## src/rtl/alu_pkg.sv

```systemverilog
// Shared types for the ALU command path: operation encoding, command word,
// and the sequencer FSM state.
package alu_pkg;
   localparam int ALU_IN_W  = 8;
   localparam int ALU_OUT_W = 9;

   typedef enum logic [1:0] {
      ADD = 2'b00,
      SUB = 2'b01,
      AND = 2'b10,
      OR  = 2'b11
   } alu_op_e;

   typedef struct packed {
      alu_op_e             op;
      logic [ALU_IN_W-1:0] a;
      logic [ALU_IN_W-1:0] b;
   } alu_cmd_t;

   typedef enum logic [1:0] {
      S_IDLE  = 2'b00,
      S_ISSUE = 2'b01,
      S_WAIT  = 2'b10,
      S_RESP  = 2'b11
   } seq_state_e;
endpackage

```

## src/rtl/alu_cmd_fifo.sv

```systemverilog
// Synchronous command FIFO; one extra pointer bit tells full from empty.
module alu_cmd_fifo
   import alu_pkg::*;
#(
   parameter int CMD_DEPTH = 4
) (
   input  logic     clk,
   input  logic     rst_n,
   input  logic     i_push,
   input  alu_cmd_t i_data,
   input  logic     i_pop,
   output alu_cmd_t o_data,
   output logic     o_full,
   output logic     o_empty
);
   localparam int AW = $clog2(CMD_DEPTH);
   localparam int PW = AW + 1;

   alu_cmd_t         r_mem [CMD_DEPTH];
   logic [PW-1:0]    r_wptr;
   logic [PW-1:0]    r_rptr;
   logic             w_push;
   logic             w_pop;

   assign o_empty = (r_wptr == r_rptr);
   assign o_full  = (r_wptr[AW] != r_rptr[AW]) && (r_wptr[AW-1:0] == r_rptr[AW-1:0]);
   assign w_push  = i_push && !o_full;
   assign w_pop   = i_pop && !o_empty;
   assign o_data  = r_mem[r_rptr[AW-1:0]];

   always_ff @(posedge clk) begin
      if (w_push) r_mem[r_wptr[AW-1:0]] <= i_data;
   end

   always_ff @(posedge clk or negedge rst_n) begin
      if (!rst_n) begin
         r_wptr <= '0;
         r_rptr <= '0;
      end else begin
         if (w_push) r_wptr <= r_wptr + PW'(1);
         if (w_pop)  r_rptr <= r_rptr + PW'(1);
      end
   end
endmodule

```

## src/rtl/alu_op_sequencer.sv

```systemverilog
// Command front end for the registered 8-bit ALU: queue commands, issue one at
// a time, capture the 9-bit result and hand it off with backpressure.
module alu_op_sequencer
   import alu_pkg::*;
#(
   parameter int CMD_DEPTH = 4,
   parameter int CNT_W     = 16
) (
   input  logic                 clk,
   input  logic                 rst_n,
   input  logic                 cmd_valid,
   output logic                 cmd_ready,
   input  logic [1:0]           cmd_op,
   input  logic [ALU_IN_W-1:0]  cmd_a,
   input  logic [ALU_IN_W-1:0]  cmd_b,
   output logic [ALU_IN_W-1:0]  alu_a,
   output logic [ALU_IN_W-1:0]  alu_b,
   output logic [1:0]           alu_sel,
   input  logic [ALU_OUT_W-1:0] alu_result,
   output logic                 res_valid,
   input  logic                 res_ready,
   output logic [ALU_OUT_W-1:0] res_data,
   output logic                 res_zero,
   output logic                 busy,
   output logic [CNT_W-1:0]     ops_done
);
   seq_state_e r_state;
   alu_cmd_t   w_cmd_in;
   alu_cmd_t   w_head;
   logic       w_full;
   logic       w_empty;
   logic       w_pop;

   assign w_cmd_in  = '{op: alu_op_e'(cmd_op), a: cmd_a, b: cmd_b};
   assign cmd_ready = !w_full;
   assign busy      = (r_state != S_IDLE) || !w_empty;
   // Pop exactly on the edges where the FSM loads the next operation.
   assign w_pop     = !w_empty && ((r_state == S_IDLE) ||
                                   ((r_state == S_RESP) && res_ready));

   alu_cmd_fifo #(.CMD_DEPTH(CMD_DEPTH)) u_fifo (
      .clk     (clk),
      .rst_n   (rst_n),
      .i_push  (cmd_valid),
      .i_data  (w_cmd_in),
      .i_pop   (w_pop),
      .o_data  (w_head),
      .o_full  (w_full),
      .o_empty (w_empty)
   );

   always_ff @(posedge clk or negedge rst_n) begin
      if (!rst_n) begin
         r_state   <= S_IDLE;
         alu_a     <= '0;
         alu_b     <= '0;
         alu_sel   <= '0;
         res_valid <= 1'b0;
         res_data  <= '0;
         res_zero  <= 1'b0;
         ops_done  <= '0;
      end else begin
         case (r_state)
            S_IDLE: begin
               if (w_pop) begin
                  alu_a   <= w_head.a;
                  alu_b   <= w_head.b;
                  alu_sel <= w_head.op;
                  r_state <= S_ISSUE;
               end
            end
            S_ISSUE: r_state <= S_WAIT;
            S_WAIT: begin
               res_data  <= alu_result;
               res_zero  <= (alu_result == '0);
               res_valid <= 1'b1;
               r_state   <= S_RESP;
            end
            S_RESP: begin
               if (res_ready) begin
                  res_valid <= 1'b0;
                  ops_done  <= ops_done + CNT_W'(1);
                  if (w_pop) begin
                     alu_a   <= w_head.a;
                     alu_b   <= w_head.b;
                     alu_sel <= w_head.op;
                     r_state <= S_ISSUE;
                  end else begin
                     r_state <= S_IDLE;
                  end
               end
            end
            default: r_state <= S_IDLE;
         endcase
      end
   end
endmodule

```

## config.mk

```make
export PLATFORM = sky130hd
export DESIGN_NAME = alu_op_sequencer
export DESIGN_NICKNAME = d
export VERILOG_FILES = /design/src/rtl/alu_pkg.sv /design/src/rtl/alu_cmd_fifo.sv /design/src/rtl/alu_op_sequencer.sv
export SDC_FILE = /design/constraint.sdc
export NUM_CORES = 1
export LEC_CHECK = 0
export ABC_AREA = 1
export CAP_MARGIN = 20
export CORE_MARGIN = 10
export CORE_UTILIZATION = 54
export CTS_BUF_LIST = sky130_fd_sc_hd__clkbuf_16
export CTS_CLUSTER_SIZE = 40
export DETAILED_ROUTE_END_ITERATION = 10
export HOLD_SLACK_MARGIN = 0.15
export PLACE_DENSITY = 0.8
export SKIP_CTS_REPAIR_TIMING = 1
export SYNTH_ARGS = -nofsm -noshare
export SYNTH_HDL_FRONTEND = slang
export SYNTH_SLANG_ARGS = --single-unit
```

## constraint.sdc

```tcl
create_clock -name clk -period 2.2 [get_ports clk]
set_input_delay 0.33 -clock clk [delete_from_list [all_inputs] [get_ports clk]]
set_output_delay 0.33 -clock clk [all_outputs]
set_load 0.01 [all_outputs]
```

### After elaboration in Yosys (flattened, before gate mapping)

Memories as Yosys holds them, arrays and structs flattened.
Index checks and enable logic that the tools add are counted.
W data, S select, Z words.

| word-level totals | value |
|---|---|
| register bits after elaboration | 53 |
| bits in latches | 0 |
| RAM bits | 72 |
| bits in read-only memories | 0 |
| output and inout bits | 47 |
| logic and storage cells | 57 |
| memories kept | 1 |

Memories:

| name | words | width | read ports | clocked after memory_dff | write ports | line | text |
|---|---|---|---|---|---|---|---|
| u_fifo.r_mem | 4 | 18 | 1 | 0 | 1 | alu_cmd_fifo.sv:19 | `alu_cmd_t r_mem [CMD_DEPTH];` |

| cells by class | value |
|---|---|
| add/sub/neg operators | 3 |
| $mul | 0 |
| divide/modulo/power cells | 0 |
| magnitude comparators | 0 |
| equality and inequality tests | 8 |
| shift-type cells | 0 |
| mux-type cells | 17 |
| bitwise gates (word level) | 0 |
| reduce and logical (&&, ||, !) cells | 18 |

Operator list:

| operator | number |
|---|---|
| $mux W8 | 4 |
| $pmux W8 S2 | 2 |
| $add A16 B1 Y16 const B | 1 |
| $logic_not A9 Y1 | 1 |
| $mux W2 | 4 |
| $pmux W2 S4 | 1 |
| $reduce_and A2 Y1 | 4 |
| $add A3 B1 Y3 const B | 2 |
| $reduce_bool A2 Y1 | 3 |
| $logic_and A1 B1 Y1 | 5 |
| $eq A2 B2 Y1 const B | 2 |
| $mux W1 | 4 |
| $pmux W2 S2 | 1 |
| $eq A3 B3 Y1 | 1 |
| $eq A2 B1 Y1 const B | 1 |
| $eq A2 B2 Y1 | 1 |
| $logic_not A1 Y1 | 2 |
| $logic_not A2 Y1 | 1 |
| $logic_or A1 B1 Y1 | 2 |
| $ne A2 B1 Y1 const B | 1 |
| $ne A2 B2 Y1 const B | 1 |
| $pmux W1 S2 | 1 |
| $ne A1 B1 Y1 | 1 |

### Longest topological paths before layout

| logic depth | value |
|---|---|
| depth after elaboration | 7 |
| gate-level depth with buffers | 10 |
| mapped depth without buffers | 9 |

### By module

A second synthesis with hierarchy kept.

| second synthesis, totals | value |
|---|---|
| cell total of the unflattened synthesis | 473 |
| area, all modules | 5211.2 um^2 |

By module, submodules not included:

| module | times used | cells each | area each (um^2) |
|---|---|---|---|
| alu_cmd_fifo | 1 | 234 | 3111.7 |
| alu_op_sequencer | 1 | 239 | 2099.5 |

### Worst setup path before layout

Ideal clock, no wire load.

| path | value |
|---|---|
| kind | reg2reg |
| start | register u_fifo.r_wptr[0] |
| end | memory u_fifo.r_mem[0][0] (netlist name), enable pin |
| setup time | 0.393 ns |
| arrival time | 1.740 ns |
| required time | 1.807 ns |
| path slack | 0.068 ns |
| stages on the path, launching flop included | 7 |
| path through | dfrtp_1 > inv_2 > nand2_4 > nand2_4 > nand4_1 > nand2_2 > nor2_1 |

| between the ends | value |
|---|---|
| longest elaborated chain between the ends | 6 |

Ends and longest elaborated chain:

| element | line | text |
|---|---|---|
| start: declaration | alu_cmd_fifo.sv:20 | `logic [PW-1:0] r_wptr;` |
| start signal: assignment | alu_cmd_fifo.sv:40 | `if (w_push) r_wptr <= r_wptr + PW'(1);` |
| $eq A2 B2 Y1 | alu_cmd_fifo.sv:26 | `assign o_full = (r_wptr[AW] != r_rptr[AW]) && (r_wptr[AW-1:0] == r_rptr[AW-1:0]);` |
| $logic_and A1 B1 Y1 | alu_cmd_fifo.sv:26 |  |
| $logic_not A1 Y1 | - |  |
| named net cmd_ready | alu_op_sequencer.sv:12 | `output logic cmd_ready,` |
| $logic_and A1 B1 Y1 | alu_cmd_fifo.sv:27 | `assign w_push = i_push && !o_full;` |
| $mux W1 | alu_cmd_fifo.sv:32 | `if (w_push) r_mem[r_wptr[AW-1:0]] <= i_data;` |
| $mux W1 (implied by the code) | alu_cmd_fifo.sv:32 |  |
| end: declaration | alu_cmd_fifo.sv:19 |  |

The timed path passes the listed nets, and every way through them passes these cells.

### Final worst setup path

| path | value |
|---|---|
| start | register u_fifo.r_wptr[1] |
| end | output port cmd_ready |

| between the ends | value |
|---|---|
| longest elaborated chain between the ends | 3 |

Ends and longest elaborated chain:

| element | line | text |
|---|---|---|
| $eq A2 B2 Y1 | alu_cmd_fifo.sv:26 |  |
| $logic_and A1 B1 Y1 | alu_cmd_fifo.sv:26 |  |
| $logic_not A1 Y1 | alu_op_sequencer.sv:35 | `assign cmd_ready = !w_full;` |
| end: declaration | alu_op_sequencer.sv:12 |  |

Every way passes these cells.

==> flow_summary.ini <==
[worst_hold_path]
hp-class = flip-flop to flip-flop
hold_start = res_data[3]
min_to = res_data[3]
hold_depth = 2

[placed_design]
place_area_um2 = 6170
place.gp.congestion = 0.825
numPortBuffers = 77
dpl.cell_count = 667
dp_hpwl_mm = 7.41

[grt]
grt_pass1_wl_mm = 18.6
grt_pass1_vias = 3758
grt_use_total = 0.164
gr-total-overflow = 0
antenna_found_initial = 0
grt_max_degree = 54

[route]
wl_mm = 11.4
routedWlPerCell_um = 16.4
drt_first_pass_iters = 4
vias = 3648
drtAntennaViolNets = 0
drt_iter0_markers = 305
viasPerCell = 5.21
route.detailed.drc = 0

[critical_path]
r2r_cells = 7
r2r_setup_slack_ns = 0.48
critPathKind = flip-flop to output pin
crit-reg2reg-launch = u_fifo.r_wptr[1]
crit_path_end_kind = output pin
worstPathArrival_ns = 1.80
worstReg2RegEnd = u_fifo.r_mem[2][17]
critPathLaunchType = flip-flop
crit_fanout = 5
worstPathRequired_ns = 1.87

[sta]
slew_violations = 0
max_freq_ghz = 0.469
setup_viol = 0
fin_crit_sh = 0.970
maxSlewHeadroom = 0.554
hold_viol = 0
worst_pin_slew_ns = 0.669
fin_worst_skew_ns = 0.00773
grt_setup_unrepaired = no
period_needed_ns = 2.13

[power]
power_leakage_nw = 2.71
p_int_w = 0.00619
pwr-share-seq = 0.366
ir_drop_v = 0.000724
p_sw_w = 0.00353
p_clk_frac = 0.275
p_comb_frac = 0.359
power.density_nw_per_um2 = 1440
swShare = 0.364

[cells_and_area]
nets = 595
fill_cells = 685
fin_util = 0.701
fin_area_um2 = 6760
final_cells = 700
layout_common_cells = 84 x nor2_1, 75 x clkdlybuf4s50_1, 72 x edfxtp_1
drive_gt1_frac = 0.136
diodes = 0
area_growth_pct = 27.8
final_common_cell = nor2_1

[clock_network]
cts_root_buf = clkbuf_16
cts.sinks = 125
clock_latency_ns = 0.41
cts_buffer_depth = 2
cts_tree = yes
cts_buffers = 17
path_clk_slew_ns = 0.06
h-tree-depth = 4

[synthesis]
yosysTopAreaCell = edfxtp_1
synth.yosys.seq_area_share = 0.660
synth_seq_cells = 125
async_flop_share = 0.424
synth_nets = 505
yosys_most_used_dff = edfxtp_1
syn_area_per_cell_um2 = 11.4
ys.warnings.count = 0
synth_edf_count = 72
syn_inst = 464
synth_cell_types = 38
synthTopCellsByArea = edfxtp_1 41%, dfrtp_1 25%, nor2_1 6.0%, nand2_1 4.5%, o21ai_0 2.8%
syn_area_um2 = 5290
synth_top_area_share = 0.409

[die]
core_um2 = 9640
io_pins = 78
rows = 36
initial_core_util = 0.548
die_y_um = 119
die_w_um = 119
die_area_um2 = 14100

[run_status]
status = complete, no violations

[job]
drv_cap = 0
==> synthesized netlist by cell type, drive strengths merged (2+ instances only) <==
master / number
xnor2: 6
ha: 10
nand2: 73
edfxtp: 72
nand3: 9
clkbuf: 5
o21ai: 42
inv: 34
nand4: 4
nor4: 2
buf: 12
o22ai: 18
dfrtp: 53
nor2: 89
xor2: 8
a21oi: 19
nor3: 4
==> power by group through the flow <==
stage	Combinational (W)	Sequential [W]	Clock, W
global route	0.00388	0.00362	0.00281
global placement	0.00336	0.00356	0
finish	0.00349	0.00356	0.00267
CTS	0.00355	0.00356	0.00270
floorplan	0.00217	0.00365	0
detailed placement	0.00349	0.00359	0
==> worst max-delay path: stages (launching register included) <==
cell	delay (ns)
dfrtp_1	0.43
inv_1	0.13
nand2_1	0.07
nand2_2	0.10
nand4_1	0.15
clkdlybuf4s50_1	0.52
==> per-layer routing <==
metal  global-route usage  part of all wire  routed length [µm]  vias up
met1                0.192              0.42                4840     1735
met5                    0                 0                   0        -
met2                0.276              0.50                5760      149
met4               0.0718            0.0054                  62        0
met3               0.0453             0.069                 789        5
li1                     -                 -                   -     1759
==> logic make-up after synthesis <==
| group | count (synthesis) | synth area share |
|---|---|---|
| AOI/OAI and AO/OA | 82 | 0.0925 |
| xor gates and xnor gates | 14 | 0.0232 |
| adders and majority gates | 10 | 0.0237 |
| buffers and inverters | 51 | 0.0485 |
| DFF | 125 | 0.660 |
| and+or+nand+nor | 182 | 0.152 |
==> flip-flops by register name, summed over array words and instances, names as in the netlist <==
register	flops
alu_a	8
alu_b	8
alu_sel	2
ops_done	16
r_state	2
res_data	9
res_valid	1
res_zero	1
u_fifo.r_mem	72
u_fifo.r_rptr	3
u_fifo.r_wptr	3
==> metrics by stage <==
step	setup slack [ns]	TNS [ns]	total power [W]	hold WS [ns]
final	0.0671	0	0.00972	0.475
after CTS	-0.116	-0.116	0.00980	0.0589
after global routing	0.00317	0	0.0103	0.504
after global placement	0.387	0	0.00693	0.456
after detailed placement	0.343	0	0.00709	0.466
after floorplan	0.0677	0	0.00583	0.0344
==> final cells by class <==
cell class / count / area, µm² / area share
Multi-Input combinational cell: 288 / 1540 / 0.228
Clock inverter: 15 / 151 / 0.0224
Sequential cell: 125 / 3490 / 0.516
Timing Repair Buffer: 88 / 853 / 0.126
Inverter: 34 / 130 / 0.0193
Tap cell: 133 / 166 / 0.0246
Clock buffer: 17 / 425 / 0.0630
==> how the worst max path moves through the flow <==
| stage | startpoint | end | slack [ns] | cells past startpoint |
|---|---|---|---|---|
| 6_report | u_fifo.r_wptr[1] | cmd_ready | 0.07 | 5 |
| 5_1_grt | u_fifo.r_wptr[1] | cmd_ready | 0.003 | 5 |
| 4_1_cts | r_state[1] | busy | -0.12 | 4 |
| 3_5_place_dp | r_state[1] | busy | 0.34 | 4 |
| 3_3_place_gp | r_state[0] | busy | 0.39 | 4 |
| 2_1_floorplan | u_fifo.r_wptr[0] | u_fifo.r_mem[0][0] | 0.07 | 6 |
Power figures use the tool's default switching activity.
